**src/rtl/ecd_row_receiver_pkg.sv**
```systemverilog
// Shared constants and types for the ECD row receiver.
package ecd_pkg;
  localparam logic [31:0] ECD_ROW_ID_BASE = 32'h0000_C008;
  localparam int          ECD_DATA_WIDTH  = 256;

  typedef enum logic {ROW_HEADER, ROW_BODY} row_state_e;
endpackage

```
**src/rtl/ecd_row_receiver_if.sv**
```systemverilog
// AXI-Stream beat bundle used on both the receive and forward sides.
interface ecd_row_receiver_if #(parameter int DATA_WIDTH = ecd_pkg::ECD_DATA_WIDTH);
  logic [DATA_WIDTH-1:0] tdata;
  logic                  tvalid;
  logic                  tlast;
  logic                  tready;

  modport master (output tdata, tvalid, tlast, input tready);
  modport slave  (input tdata, tvalid, tlast, output tready);
endinterface

```
**src/rtl/ecd_row_receiver_skid.sv**
```systemverilog
// Two-entry skid FIFO; ready is registered so no combinational path runs from
// the downstream ready back to the upstream ready.
module axis_skid_buffer #(
  parameter int WIDTH = 257
) (
  input  logic             clk,
  input  logic             rst,
  input  logic [WIDTH-1:0] in_data_i,
  input  logic             in_valid_i,
  output logic             in_ready_o,
  output logic [WIDTH-1:0] out_data_o,
  output logic             out_valid_o,
  input  logic             out_ready_i
);
  logic [1:0][WIDTH-1:0] mem_q;
  logic                  wr_ptr_q, rd_ptr_q;
  logic [1:0]            cnt_q, cnt_d;
  logic                  ready_q;
  logic                  push, pop;

  assign push        = in_valid_i & ready_q;
  assign pop         = out_valid_o & out_ready_i;
  assign cnt_d       = cnt_q + 2'(push) - 2'(pop);
  assign out_valid_o = (cnt_q != 2'd0);
  assign out_data_o  = mem_q[rd_ptr_q];
  assign in_ready_o  = ready_q;

  always_ff @(posedge clk or posedge rst) begin
    if (rst) begin
      mem_q    <= '0;
      wr_ptr_q <= 1'b0;
      rd_ptr_q <= 1'b0;
      cnt_q    <= 2'd0;
      ready_q  <= 1'b0;
    end else begin
      if (push) mem_q[wr_ptr_q] <= in_data_i;
      wr_ptr_q <= wr_ptr_q ^ push;
      rd_ptr_q <= rd_ptr_q ^ pop;
      cnt_q    <= cnt_d;
      // Look at the post-update occupancy so a full FIFO never advertises ready.
      ready_q  <= (cnt_d != 2'd2);
    end
  end
endmodule

```
**src/rtl/ecd_row_receiver.sv**
```systemverilog
// Frames incoming AXIS beats into rows, checks row header ids, counts rows and
// forwards the data with a regenerated row-boundary TLAST.
module ecd_row_receiver
  import ecd_pkg::*;
#(
  parameter int          DATA_WIDTH = ECD_DATA_WIDTH,
  parameter int          ROW_BEATS  = 64,
  parameter logic [31:0] ID_BASE    = ECD_ROW_ID_BASE,
  parameter int          CNT_WIDTH  = 32
) (
  input  logic                 clk,
  input  logic                 reset,
  input  logic                 clear,
  ecd_row_receiver_if.slave    axis_rx,
  ecd_row_receiver_if.master   axis_tx,
  output logic                 row_complete_out,
  output logic [CNT_WIDTH-1:0] row_count_out,
  output logic                 err_short_out,
  output logic                 err_long_out,
  output logic                 err_seq_out
);
  localparam int             BW        = (ROW_BEATS > 2) ? $clog2(ROW_BEATS) : 1;
  localparam logic [BW-1:0]  LAST_BEAT = BW'(ROW_BEATS - 1);

  row_state_e           state_q, state_d;
  logic [BW-1:0]        beat_cnt_q, beat_cnt_d;
  logic [31:0]          exp_id_q, exp_id_d, cmp_id;
  logic [CNT_WIDTH-1:0] row_count_q, row_count_d;
  logic                 short_q, short_d, long_q, long_d, seq_q, seq_d;
  logic                 pulse_q, row_end, acc;
  logic [DATA_WIDTH:0]  skid_out;
  logic                 skid_valid;

  assign acc    = axis_rx.tvalid & axis_rx.tready;
  // A header arriving with clear is judged against the freshly reloaded base.
  assign cmp_id = clear ? ID_BASE : exp_id_q;

  always_comb begin
    state_d     = state_q;
    beat_cnt_d  = beat_cnt_q;
    exp_id_d    = exp_id_q;
    row_count_d = row_count_q;
    short_d     = short_q;
    long_d      = long_q;
    seq_d       = seq_q;
    row_end     = 1'b0;
    if (acc) begin
      if (state_q == ROW_HEADER) begin
        if (axis_rx.tdata[31:0] != cmp_id) seq_d = 1'b1;
        exp_id_d = axis_rx.tdata[31:0] + 32'd1;
        if (axis_rx.tlast) begin
          row_end = 1'b1;
          short_d = 1'b1;
        end else begin
          state_d    = ROW_BODY;
          beat_cnt_d = BW'(1);
        end
      end else if (axis_rx.tlast || beat_cnt_q == LAST_BEAT) begin
        row_end    = 1'b1;
        state_d    = ROW_HEADER;
        beat_cnt_d = '0;
        if (beat_cnt_q != LAST_BEAT) short_d = 1'b1;
        if (!axis_rx.tlast)          long_d  = 1'b1;
      end else begin
        beat_cnt_d = beat_cnt_q + BW'(1);
      end
    end
    if (row_end) row_count_d = row_count_q + CNT_WIDTH'(1);
    if (clear) begin
      state_d     = ROW_HEADER;
      beat_cnt_d  = '0;
      row_count_d = '0;
      short_d     = 1'b0;
      long_d      = 1'b0;
      seq_d       = 1'b0;
      if (!(acc && state_q == ROW_HEADER)) exp_id_d = ID_BASE;
    end
  end

  always_ff @(posedge clk or posedge reset) begin
    if (reset) begin
      state_q     <= ROW_HEADER;
      beat_cnt_q  <= '0;
      exp_id_q    <= ID_BASE;
      row_count_q <= '0;
      short_q     <= 1'b0;
      long_q      <= 1'b0;
      seq_q       <= 1'b0;
      pulse_q     <= 1'b0;
    end else begin
      state_q     <= state_d;
      beat_cnt_q  <= beat_cnt_d;
      exp_id_q    <= exp_id_d;
      row_count_q <= row_count_d;
      short_q     <= short_d;
      long_q      <= long_d;
      seq_q       <= seq_d;
      pulse_q     <= row_end;
    end
  end

  axis_skid_buffer #(.WIDTH(DATA_WIDTH + 1)) u_skid (
    .clk        (clk),
    .rst        (reset),
    .in_data_i  ({row_end, axis_rx.tdata}),
    .in_valid_i (axis_rx.tvalid),
    .in_ready_o (axis_rx.tready),
    .out_data_o (skid_out),
    .out_valid_o(skid_valid),
    .out_ready_i(axis_tx.tready)
  );

  assign axis_tx.tdata    = skid_out[DATA_WIDTH-1:0];
  assign axis_tx.tlast    = skid_valid & skid_out[DATA_WIDTH];
  assign axis_tx.tvalid   = skid_valid;
  assign row_complete_out = pulse_q;
  assign row_count_out    = row_count_q;
  assign err_short_out    = short_q;
  assign err_long_out     = long_q;
  assign err_seq_out      = seq_q;
endmodule

```
**src/flat_wrapper.sv**
```systemverilog
// flat-port wrapper written by rule: the top's interface ports become plain ports
module ecd_row_receiver_flat import ecd_pkg::*;
#(
  parameter int          DATA_WIDTH = ECD_DATA_WIDTH,
  parameter int          ROW_BEATS  = 64,
  parameter logic [31:0] ID_BASE    = ECD_ROW_ID_BASE,
  parameter int          CNT_WIDTH  = 32
)
  (clk, reset, clear, row_complete_out, row_count_out, err_short_out, err_long_out, err_seq_out, axis_rx_tdata, axis_rx_tvalid, axis_rx_tlast, axis_rx_tready, axis_tx_tdata, axis_tx_tvalid, axis_tx_tlast, axis_tx_tready);
  ecd_row_receiver_if #(.DATA_WIDTH(DATA_WIDTH)) axis_rx_i ();
  ecd_row_receiver_if #(.DATA_WIDTH(DATA_WIDTH)) axis_tx_i ();
  input  logic clk;
  input  logic reset;
  input  logic clear;
  output logic row_complete_out;
  output logic [CNT_WIDTH-1:0] row_count_out;
  output logic err_short_out;
  output logic err_long_out;
  output logic err_seq_out;
  input wire logic [$bits(axis_rx_i.tdata)-1:0] axis_rx_tdata;
  input wire logic [$bits(axis_rx_i.tvalid)-1:0] axis_rx_tvalid;
  input wire logic [$bits(axis_rx_i.tlast)-1:0] axis_rx_tlast;
  output wire logic [$bits(axis_rx_i.tready)-1:0] axis_rx_tready;
  output wire logic [$bits(axis_tx_i.tdata)-1:0] axis_tx_tdata;
  output wire logic [$bits(axis_tx_i.tvalid)-1:0] axis_tx_tvalid;
  output wire logic [$bits(axis_tx_i.tlast)-1:0] axis_tx_tlast;
  input wire logic [$bits(axis_tx_i.tready)-1:0] axis_tx_tready;
  assign axis_rx_i.tdata = axis_rx_tdata;
  assign axis_rx_i.tvalid = axis_rx_tvalid;
  assign axis_rx_i.tlast = axis_rx_tlast;
  assign axis_rx_tready = axis_rx_i.tready;
  assign axis_tx_tdata = axis_tx_i.tdata;
  assign axis_tx_tvalid = axis_tx_i.tvalid;
  assign axis_tx_tlast = axis_tx_i.tlast;
  assign axis_tx_i.tready = axis_tx_tready;
  ecd_row_receiver #(.DATA_WIDTH(DATA_WIDTH), .ROW_BEATS(ROW_BEATS), .ID_BASE(ID_BASE), .CNT_WIDTH(CNT_WIDTH)) u_core (.clk(clk), .reset(reset), .clear(clear), .axis_rx(axis_rx_i), .axis_tx(axis_tx_i), .row_complete_out(row_complete_out), .row_count_out(row_count_out), .err_short_out(err_short_out), .err_long_out(err_long_out), .err_seq_out(err_seq_out));
endmodule
```
**config.mk**
```make
export PLATFORM = sky130hd
export DESIGN_NAME = ecd_row_receiver_flat
export DESIGN_NICKNAME = d
export VERILOG_FILES = /design/src/rtl/ecd_row_receiver_pkg.sv /design/src/rtl/ecd_row_receiver_if.sv /design/src/rtl/ecd_row_receiver_skid.sv /design/src/rtl/ecd_row_receiver.sv /design/src/flat_wrapper.sv
export SDC_FILE = /design/constraint.sdc
export NUM_CORES = 1
export LEC_CHECK = 0
export ABC_AREA = 1
export CORE_MARGIN = 3
export CORE_UTILIZATION = 50
export CTS_BUF_LIST = sky130_fd_sc_hd__clkbuf_4
export CTS_CLUSTER_DIAMETER = 200
export DETAILED_ROUTE_END_ITERATION = 16
export DONT_BUFFER_PORTS = 1
export PLACE_DENSITY = 0.73
export SLEW_MARGIN = 10
export SYNTH_ARGS = -nofsm -noshare
export SYNTH_HDL_FRONTEND = slang
export SYNTH_SLANG_ARGS = --single-unit
```
**constraint.sdc**
```tcl
create_clock -name clk -period 25.7 [get_ports clk]
set_input_delay 2.57 -clock clk [delete_from_list [all_inputs] [get_ports clk]]
set_output_delay 2.57 -clock clk [all_outputs]
set_load 0.02 [all_outputs]
```
After elaboration in Yosys (flattened, before gate mapping)
Index checks and enable logic that the tools add are counted.
{"block": "word_totals", "reg_bits": 594, "in_bits": 262, "out_inout_bits": 295}
{"block": "op_classes", "add_sub_neg": 5, "magnitude_cmp": 3, "n_eq_ne": 9, "muxes": 41, "bitwise": 6, "n_reduce_logical": 14}
{"op": "257-bit two-way mux", "count": 3}
{"op": "514-bit bitwise mux", "count": 1}
{"op": "257-bit demux with 1-bit select", "count": 1}
{"op": "32-bit two-way mux", "count": 7}
{"op": "32-bit by 1-bit adder with 32-bit output, second input constant", "count": 2}
{"op": "32-bit != test", "count": 1}
{"op": "6-bit two-way mux", "count": 5}
{"op": "1-bit two-way mux", "count": 24}
{"op": "2-bit nonzero test", "count": 6}
{"op": "4-bit AND reduction", "count": 2}
{"op": "6-bit by 1-bit adder with 6-bit output, second input constant", "count": 1}
{"op": "6-bit equality test, second input constant", "count": 1}
{"op": "2-bit != test, second input constant", "count": 3}
{"op": "3-bit != test, second input constant", "count": 2}
{"op": "6-bit != test, second input constant", "count": 1}
{"op": "1-bit by 2-bit < comparator with 1-bit output, second input constant", "count": 2}
{"op": "1-bit bitwise AND", "count": 3}
{"op": "3-bit by 2-bit != test with 1-bit output, second input constant", "count": 1}
{"op": "3-bit AND reduction", "count": 1}
{"op": "3-bit nonzero test", "count": 1}
{"op": "2-bit by 1-bit adder with 2-bit output", "count": 1}
{"op": "1-bit logical AND", "count": 2}
{"op": "2-bit AND reduction", "count": 1}
{"op": "2-bit by 1-bit subtractor with 2-bit output", "count": 1}
{"op": "other kinds (4)", "count": 5}

Longest topological paths before layout
Gate-level depths: netlist of the first run.
{"block": "depth", "word_depth": 7, "depth_mapped": 14}

Modules after synthesis
From an unflattened synthesis of the first run, not the netlist that was laid out.
{"block": "hier_totals", "hier_cells": 3605, "hier_area_um2": 28384.7}
{"mod": "axis_skid_buffer", "n_inst": 1, "cells_per_inst": 2802, "area_per_inst_um2": 23119.7}
{"mod": "ecd_row_receiver", "n_inst": 1, "cells_per_inst": 803, "area_per_inst_um2": 5265.0}

Worst setup path after synthesis of the first run
OpenSTA, ideal clock, no wires.
{"block": "synth_path", "path_type": "reg-to-output", "startpoint": "reg u_core.u_skid.rd_ptr_q", "endpoint": "out axis_tx_tdata[252]", "arrival_ns": 1.482, "required_ns": 23.130, "slack_ns": 21.648, "stages_incl_launch_ff": 6, "path_buffers": 4, "path_cell_list": "dfrtp_1 buf_2 buf_2 clkbuf_1 buf_2 o21ai_0"}
{"block": "synth_via", "elab_chain_len": 2}
{"element": "start: declaration", "line": "ecd_row_receiver_skid.sv:16", "rtl": "logic wr_ptr_q, rd_ptr_q;"}
{"element": "start signal: assignment", "line": "ecd_row_receiver_skid.sv:38", "rtl": "rd_ptr_q <= rd_ptr_q ^ pop;"}
{"element": "257-bit two-way mux (implied by the code) (2 in series)", "line": "ecd_row_receiver_skid.sv:25", "rtl": "assign out_data_o = mem_q[rd_ptr_q];"}
{"element": "end: declaration", "line": "flat_wrapper.sv:24", "rtl": "output wire logic [$bits(axis_tx_i.tdata)-1:0] axis_tx_tdata;"}
No other way between the ends. The select of a mux whose other input is x is not followed.

Worst setup path after layout of the first run
{"block": "layout_path", "startpoint": "reg u_core.u_skid.rd_ptr_q", "endpoint": "out axis_tx_tdata[44]"}
Same word-level chain as after synthesis.

==> metrics.md, run 1 <==
| Metric | Value |
|---|---|
| RD Place Congestion | between 0.9 and 1 |
| Syn avg cell area | around 7.8 um2 |
| Delay-heaviest family, CP | buffers and inverters |
| Initial Util | 0.507 |
| CTS tree | built |
| Hold Path Sink | u_core.u_skid.mem_q[490] |
| Post-Route WL | 75800 um |
| Startpoint types | flop |
| Cell depth of the worst setup path | 3 |
| Hold_ws | around 0.47 ns |
| Reg2reg end | u_core.u_skid.mem_q[222] |
| Post-Syn Instances | about 3500 |
| Required time of the critical path | about 23 ns |
| CP Cell Sequence | buf_12 -> buf_4 -> o21ai_0 |
| Critical path buffer and inverter count | 2 |
| Die height | about 240 um |
| Worst-path clk slew | roughly 0.05 ns |
| Vias in the first global route | ~21000 |
| Slew headroom | 0.176 |
| Post-detailed-route DRC marker count | 0 |
| Period minus WS final | about 6.7 ns |
| Avg Vias per Cell | between 5 and 6 |
| Worst hold path type | reg -> reg |
| Slew @ Worst Pin | roughly 1.2 ns |
| Clk buf depth | 3 |
| Finished Cell Area | a little under 30000 um2 |
| Dpl hpwl | about 52000 um |
| DR vias | approximately 22000 |
| Leading cell type in the layout, fill and taps excluded | nand2_1 |
| Max incr delay on CP | roughly 0.95 ns |
| Flop2flop setup slack | approximately 22 ns |
| CTS buffer count | ~160 |
| GR Util All Layers | 0.259 |
| CTS Hold Bufs | 0 |
| Final Hold Fails | 0 |
| Critical path arrival | around 4.2 ns |
| Maximum clock rate | approximately 0.15 GHz |
| Die Wd | 240 um |
| H-tree lvl count | 4 |
| Cell row count | 85 |
| Hold_sp | u_core.u_skid.mem_q[490] |
| Yosys warnings | 0 |
| Global-route wire length before repair | between 100000 and 150000 um |
| Root Driver | clkbuf_4 |
| Crit path max fanout | around 240 |
| Final setup viols | 0 |
| Clock sinks | ~590 |
| Non-filler cells, final | 4321 |
| Total negative slack | 0 ns |
| Core ar. | between 50000 and 60000 um2 |
| Post-cts resize count | 0 |
| Post-layout net count | between 3000 and 4000 |
| Crit Path Class | reg -> out |
| Share of layout cells above drive strength 1 | 0.0890 |
| Die area | 57800 um2 |
| Mapped cell area | between 20000 and 30000 um2 |
| Worst VDD drop | between 0.00006 and 0.00007 V |
| P&R area growth vs syn | 7.99% |
| Register area share after synthesis | 0.541 |
| Maxcap violations | 0 |
| Skew final | 0.0579 ns |
| Largest net degree at the start of global routing | around 240 |
| Clk_lat worst skew | about 0.94 ns |
| Commonest cells after routing, fill and taps aside | nand2_1, o21ai_0, dfrtp_1 |
| DRT iter0 DRCs | around 1900 |
| Crit-path slowest cell | dfrtp_4 |
| Worst r2r src | u_core.u_skid.in_ready_o |
| Congestion Overflow GR | 0 |
| Unrepaired setup endpoints after global routing | false |
| Synthesized flop and latch total | about 590 |
| DP Area | roughly 28000 um2 |
| Pwr dens | between 100 and 150 nW/um2 |
| Yosys cell types | 42 |
| Lkg Pwr | around 0.015 uW |
| Max-slew violations | 0 |
| Worst Reg2Reg Path Length in Cells | 6 |
| CP Capture Type | output pin |
| I/O Pins | between 500 and 600 |
| IO Port Bufs | 0 |
| Fin util | 0.548 |
| Initial antenna violation count | 3 |
| Final Cycle Share | 0.261 |
| Placed cell count | between 4000 and 5000 |
| Initial DRT Pass Iterations | 5 |
| WHS Path Cells | 2 |
| Status | finished clean |
| Number of post-CTS setup repair buffers | 0 |
| Syn nets | 3797 |
| Wire per inst | between 15 and 20 um |
| Routed Antenna Nets | 0 |
through the flow:
step | setup WS, ns | power (uW)
detailed placement | 19.79 | 3020
global route | 18.64 | 4120
floorplan | 6.51 | 2690
CTS | 18.91 | 3850
global placement | 19.92 | 2970
finish | 18.98 | 3820
how the worst max path moves through the flow:
stage	start	endpoint	slack, ns
6_report	u_core.u_skid.rd_ptr_q	axis_tx_tdata[44]	18.98
5_1_grt	u_core.u_skid.rd_ptr_q	axis_tx_tdata[44]	18.64
4_1_cts	u_core.u_skid.rd_ptr_q	axis_tx_tdata[44]	18.91
3_5_place_dp	axis_rx_tvalid	u_core.u_skid.mem_q[143]	19.79
3_3_place_gp	axis_rx_tvalid	u_core.u_skid.mem_q[216]	19.92
2_1_floorplan	reset	u_core.beat_cnt_q[0]	6.51
layout make-up:
cell class	instances	area [um2]
fillers	5122	24500
multi-input cells	2372	10400
repair buffers	18	173
clock inverters	36	231
diodes	6	15.0
flip-flops and latches	594	14900
inverters	370	1410
clock buffers	229	1720
well taps	696	871
state kept, by name, summed over array words and instances (netlist names):
signal / count
u_core.u_skid.in_ready_o: 1
u_core.err_seq_out: 1
u_core.u_skid.cnt_q: 2
u_core.beat_cnt_q: 6
u_core.row_complete_out: 1
u_core.exp_id_q: 32
u_core.err_long_out: 1
u_core.row_count_out: 32
u_core.u_skid.rd_ptr_q: 1
u_core.state_q: 1
u_core.err_short_out: 1
u_core.u_skid.mem_q: 514
u_core.u_skid.wr_ptr_q: 1
where the power goes:
part           switching (uW)  internal, uW  total, uW
sequential                197          1340       1540
clock                     383           436        819
combinational            1150           311       1460
cell families (layout without fill, tap and decap cells):
kind of cell | after synthesis | in the layout | share of synthesized area
XOR/XNOR | 27 | 27 | 0.00861
AND/OR/NAND/NOR | 1689 | 1689 | 0.245
other | 0 | 6 | 0
flip-flops | 594 | 594 | 0.541
AO/OA/AOI/OAI | 648 | 648 | 0.120
adder cells (fa/ha/maj) | 8 | 8 | 0.00364
buffers and inverters | 561 | 653 | 0.0821
worst min-delay path, stage by stage (launching register included):
cell     delay (ns)
dfrtp_1        0.34
nand2_1        0.05
nand2_1        0.05
synth_stat cells, drive strengths merged:
| cell type | count | area, um2 |
|---|---|---|
| o21ai | 601 | 3010 |
| buf | 87 | 475 |
| nor2 | 98 | 445 |
| nor3b | 3 | 22.5 |
| ha | 8 | 100 |
| dfrtp | 591 | 14800 |
| nand4 | 21 | 131 |
| nor3 | 39 | 226 |
| inv | 369 | 1390 |
| xor2 | 25 | 219 |
| nand3 | 66 | 355 |
| clkbuf | 104 | 390 |
| and2 | 1 | 8.76 |
| nand3b | 1 | 11.3 |
| dfstp | 3 | 78.8 |
| a31o | 1 | 8.76 |
| nand2 | 1456 | 5500 |
| a31oi | 2 | 12.5 |
| xnor2 | 2 | 17.5 |
| and3 | 3 | 18.8 |
| a21oi | 36 | 195 |
| a41oi | 1 | 8.76 |
| o21bai | 1 | 7.51 |
| o41ai | 1 | 8.76 |
| clkinv | 1 | 5.00 |
| or2 | 1 | 6.26 |
| o21a | 2 | 15.0 |
| o22ai | 3 | 18.8 |
routing by layer:
metal / up-vias / global-route usage / part of all wire
met2: 829 / 0.411 / 0.47
met1: 10500 / 0.315 / 0.39
li1: 11000 / - / -
met3: 176 / 0.0998 / 0.10
met5: - / 0 / 0.00021
met4: 2 / 0.113 / 0.037
No activity file was read; power rests on OpenSTA's default activity.
==> inputs of run 2 (changes only) <==
--- a/config.mk
+++ b/config.mk
@@ -12,7 +12,7 @@
 export CTS_CLUSTER_DIAMETER = 200
 export DETAILED_ROUTE_END_ITERATION = 16
 export DONT_BUFFER_PORTS = 1
-export PLACE_DENSITY = 0.73
+export PLACE_DENSITY = 0.76
 export SLEW_MARGIN = 10
 export SYNTH_ARGS = -nofsm -noshare
 export SYNTH_HDL_FRONTEND = slang
==> constraint.sdc (replaced) <==
create_clock -name clk -period 5.5 [get_ports clk]
set_input_delay 0.55 -clock clk [delete_from_list [all_inputs] [get_ports clk]]
set_output_delay 0.55 -clock clk [all_outputs]
set_load 0.02 [all_outputs]
==> metrics.md, run 2 (synthesis gave the netlist of run 1 again) <==
| Metric | Value |
|---|---|
| Routed Antenna Nets | 0 (unchanged) |
| Cell row count | 85 (unchanged) |
| Congestion Overflow GR | 0 (unchanged) |
| Commonest cells after routing, fill and taps aside | nand2_1, o21ai_0, dfrtp_1 |
| RD Place Congestion | 0.931 (about the same) |
| Reg2reg end | u_core.u_skid.mem_q[481] |
| IO Port Bufs | 0 (unchanged) |
| Die Wd | 240 um (unchanged) |
| Global-route wire length before repair | 123000 um (+4.7%) |
| Clk buf depth | 3 (unchanged) |
| Root Driver | clkbuf_4 |
| Largest register FFs | 514 (unchanged) |
| Crit path launch | u_core.u_skid.rd_ptr_q |
| Initial DRT Pass Iterations | 5 (unchanged) |
| Post-cts resize count | 0 (unchanged) |
| Critical Path Sink | axis_tx_tdata[64] |
| Maxcap violations | 0 (unchanged) |
| CP Cell Sequence | buf_12 -> o21ai_0 |
| Lkg Pwr | 0.0159 uW (+7.9%) |
| Leading cell type in the layout, fill and taps excluded | nand2_1 |
| Final setup viols | 0 (unchanged) |
| Non-filler cells, final | 4597 (+6.4%) |
| Sequential share of power | 0.388 (-0.015) |
| Initial Util | 0.507 (unchanged) |
| Wire per inst | 17.1 um (-2.3%) |
| Final Cycle Share | 0.654 |
| Largest reg by FF count | u_core.u_skid.mem_q |
| Clock sinks | 594 (unchanged) |
| Core ar. | 54100 um2 (unchanged) |
| Period minus WS final | approximately 3.6 ns |
| P&R area growth vs syn | 18.0% |
| Total negative slack | 0 ns (unchanged) |
| Clk pwr share | 0.208 (-0.006) |
| Maximum clock rate | around 0.28 GHz |
| Placed cell count | 4059 (+0.22%) |
| Post-detailed-route DRC marker count | 0 (unchanged) |
| Initial antenna violation count | 13 (+10) |
| GR Util All Layers | 0.266 (+0.00773) |
| Max-slew violations | 0 (unchanged) |
| Dpl ws | 2.37 ns (-17.43 ns) |
| Startpoint types | flop |
| DR vias | 24400 (+8.3%) |
| Required time of the critical path | 4.95 ns (-18.18 ns) |
| DP Area | 27800 um2 (+0.50%) |
| Slew @ Worst Pin | 1.17 ns (-0.0561 ns) |
| Worst-path clk slew | 0.06 ns (about the same) |
| Flop2flop setup slack | 2.32 ns (-19.50 ns) |
| Post-layout net count | 4055 (+7.2%) |
| Unrepaired setup endpoints after global routing | false |
| DRT iter0 DRCs | 1977 (+6.3%) |
| CTS tree | built |
| Pwr dens | 563 nW/um2 (+340%) |
| Clk_lat worst skew | 0.98 ns (+0.04 ns) |
| I/O Pins | 557 (unchanged) |
| Sw Pwr | 8330 uW (+380%) |
| CP Capture Type | output pin |
| Crit path max fanout | 172 (-27%) |
| Final Hold Fails | 0 (unchanged) |
| CTS buffer count | 158 (+0.64%) |
| Hold_ws | 0.114 ns (-0.355 ns) |
| Status | finished clean |
| Skew final | 0.0736 ns (+0.0157 ns) |
| Crit-path slowest cell | o21ai_0 |
| Avg Vias per Cell | 5.30 (+1.8%) |
| Crit Path Class | reg -> out |
| Finished Cell Area | 32400 um2 (+9.3%) |
| Switching Share | 0.457 (+0.00368) |
| WHS Path Cells | 8 (+6) |
| Worst Reg2Reg Path Length in Cells | 7 (+1) |
| H-tree lvl count | 4 (unchanged) |
| Setup WS post-layout | 1.90 ns (-17.08 ns) |
| Slew headroom | 0.214 (+0.0378) |
| Worst r2r src | u_core.u_skid.in_ready_o |
| Worst hold path type | in -> reg |
| Vias in the first global route | 23600 (+13%) |
| Post-Route WL | 78800 um (+4.0%) |
| Max incr delay on CP | 1.06 ns (+0.11 ns) |
| Die height | 240 um (unchanged) |
| Share of layout cells above drive strength 1 | 0.0872 (-0.00178) |
| Largest net degree at the start of global routing | 173 (-27%) |
| Critical path arrival | 3.05 ns (-1.10 ns) |
| Die area | 57800 um2 (unchanged) |
| Dpl hpwl | 49000 um (-5.0%) |
| Pint | 9920 uW (+370%) |
| Worst VDD drop | 0.000329 V (+420%) |
| Combinational Power Share | 0.403 (+0.021) |
==> run 2: metal layers <==
metal	GRT usage	wire length, um
met1	0.316	30300
met5	0	41
met3	0.100	8000
met4	0.139	3440
met2	0.424	37000
==> run 2: timing repair <==
action / 4_1_cts / 5_1_grt
buffers inserted: 0 / 0
hold buffers: 262 / 0
hold endpoints to repair: 587 / 0
==> run 2: worst min-delay path by stage <==
stage	startpoint	endpoint	slack, ns
after floorplan	u_core.u_skid.mem_q[421]	u_core.u_skid.mem_q[421]	0.44
after global placement	u_core.u_skid.mem_q[465]	u_core.u_skid.mem_q[465]	0.45
after detailed placement	u_core.u_skid.mem_q[423]	u_core.u_skid.mem_q[423]	0.46
after CTS	clear	u_core.row_count_out[25]	0.0008
after global routing	clear	u_core.row_count_out[25]	0.1
final	axis_rx_tdata[13]	u_core.err_seq_out	0.11
==> run 2: final cells by class <==
type	instances	area [um2]
Fill cell	4544	21700
Inverter	370	1400
Multi-Input combinational cell	2372	10400
Timing Repair Buffer	289	2940
Clock buffer	239	1790
Sequential cell	594	14900
Tap cell	696	871
Antenna cell	13	32.5
Clock inverter	24	135
==> run 2: through the flow <==
stage | utilization | total power, uW
5_1_grt | 0.599 | 19600
2_1_floorplan | - | 12600
3_3_place_gp | 0.514 | 13900
3_5_place_dp | 0.514 | 14100
6_report | 0.599 | 18300
4_1_cts | 0.598 | 18200
==> run 2: worst max-delay path, delay by kind of cell, from the launching register on <==
family,cells,cell delay [ns]
buffers and inverters,1,0.25
DFF,1,0.59
AOI/OAI and AO/OA,1,1.06
==> run 2: power groups by stage <==
stage | logic (uW) | clock network (uW) | registers [uW]
after detailed placement | 7040 | 0 | 7100
after global routing | 8160 | 4150 | 7270
after CTS | 7260 | 3900 | 7040
final | 7360 | 3810 | 7080
after global placement | 6860 | 0 | 7050
after floorplan | 5620 | 0 | 6940
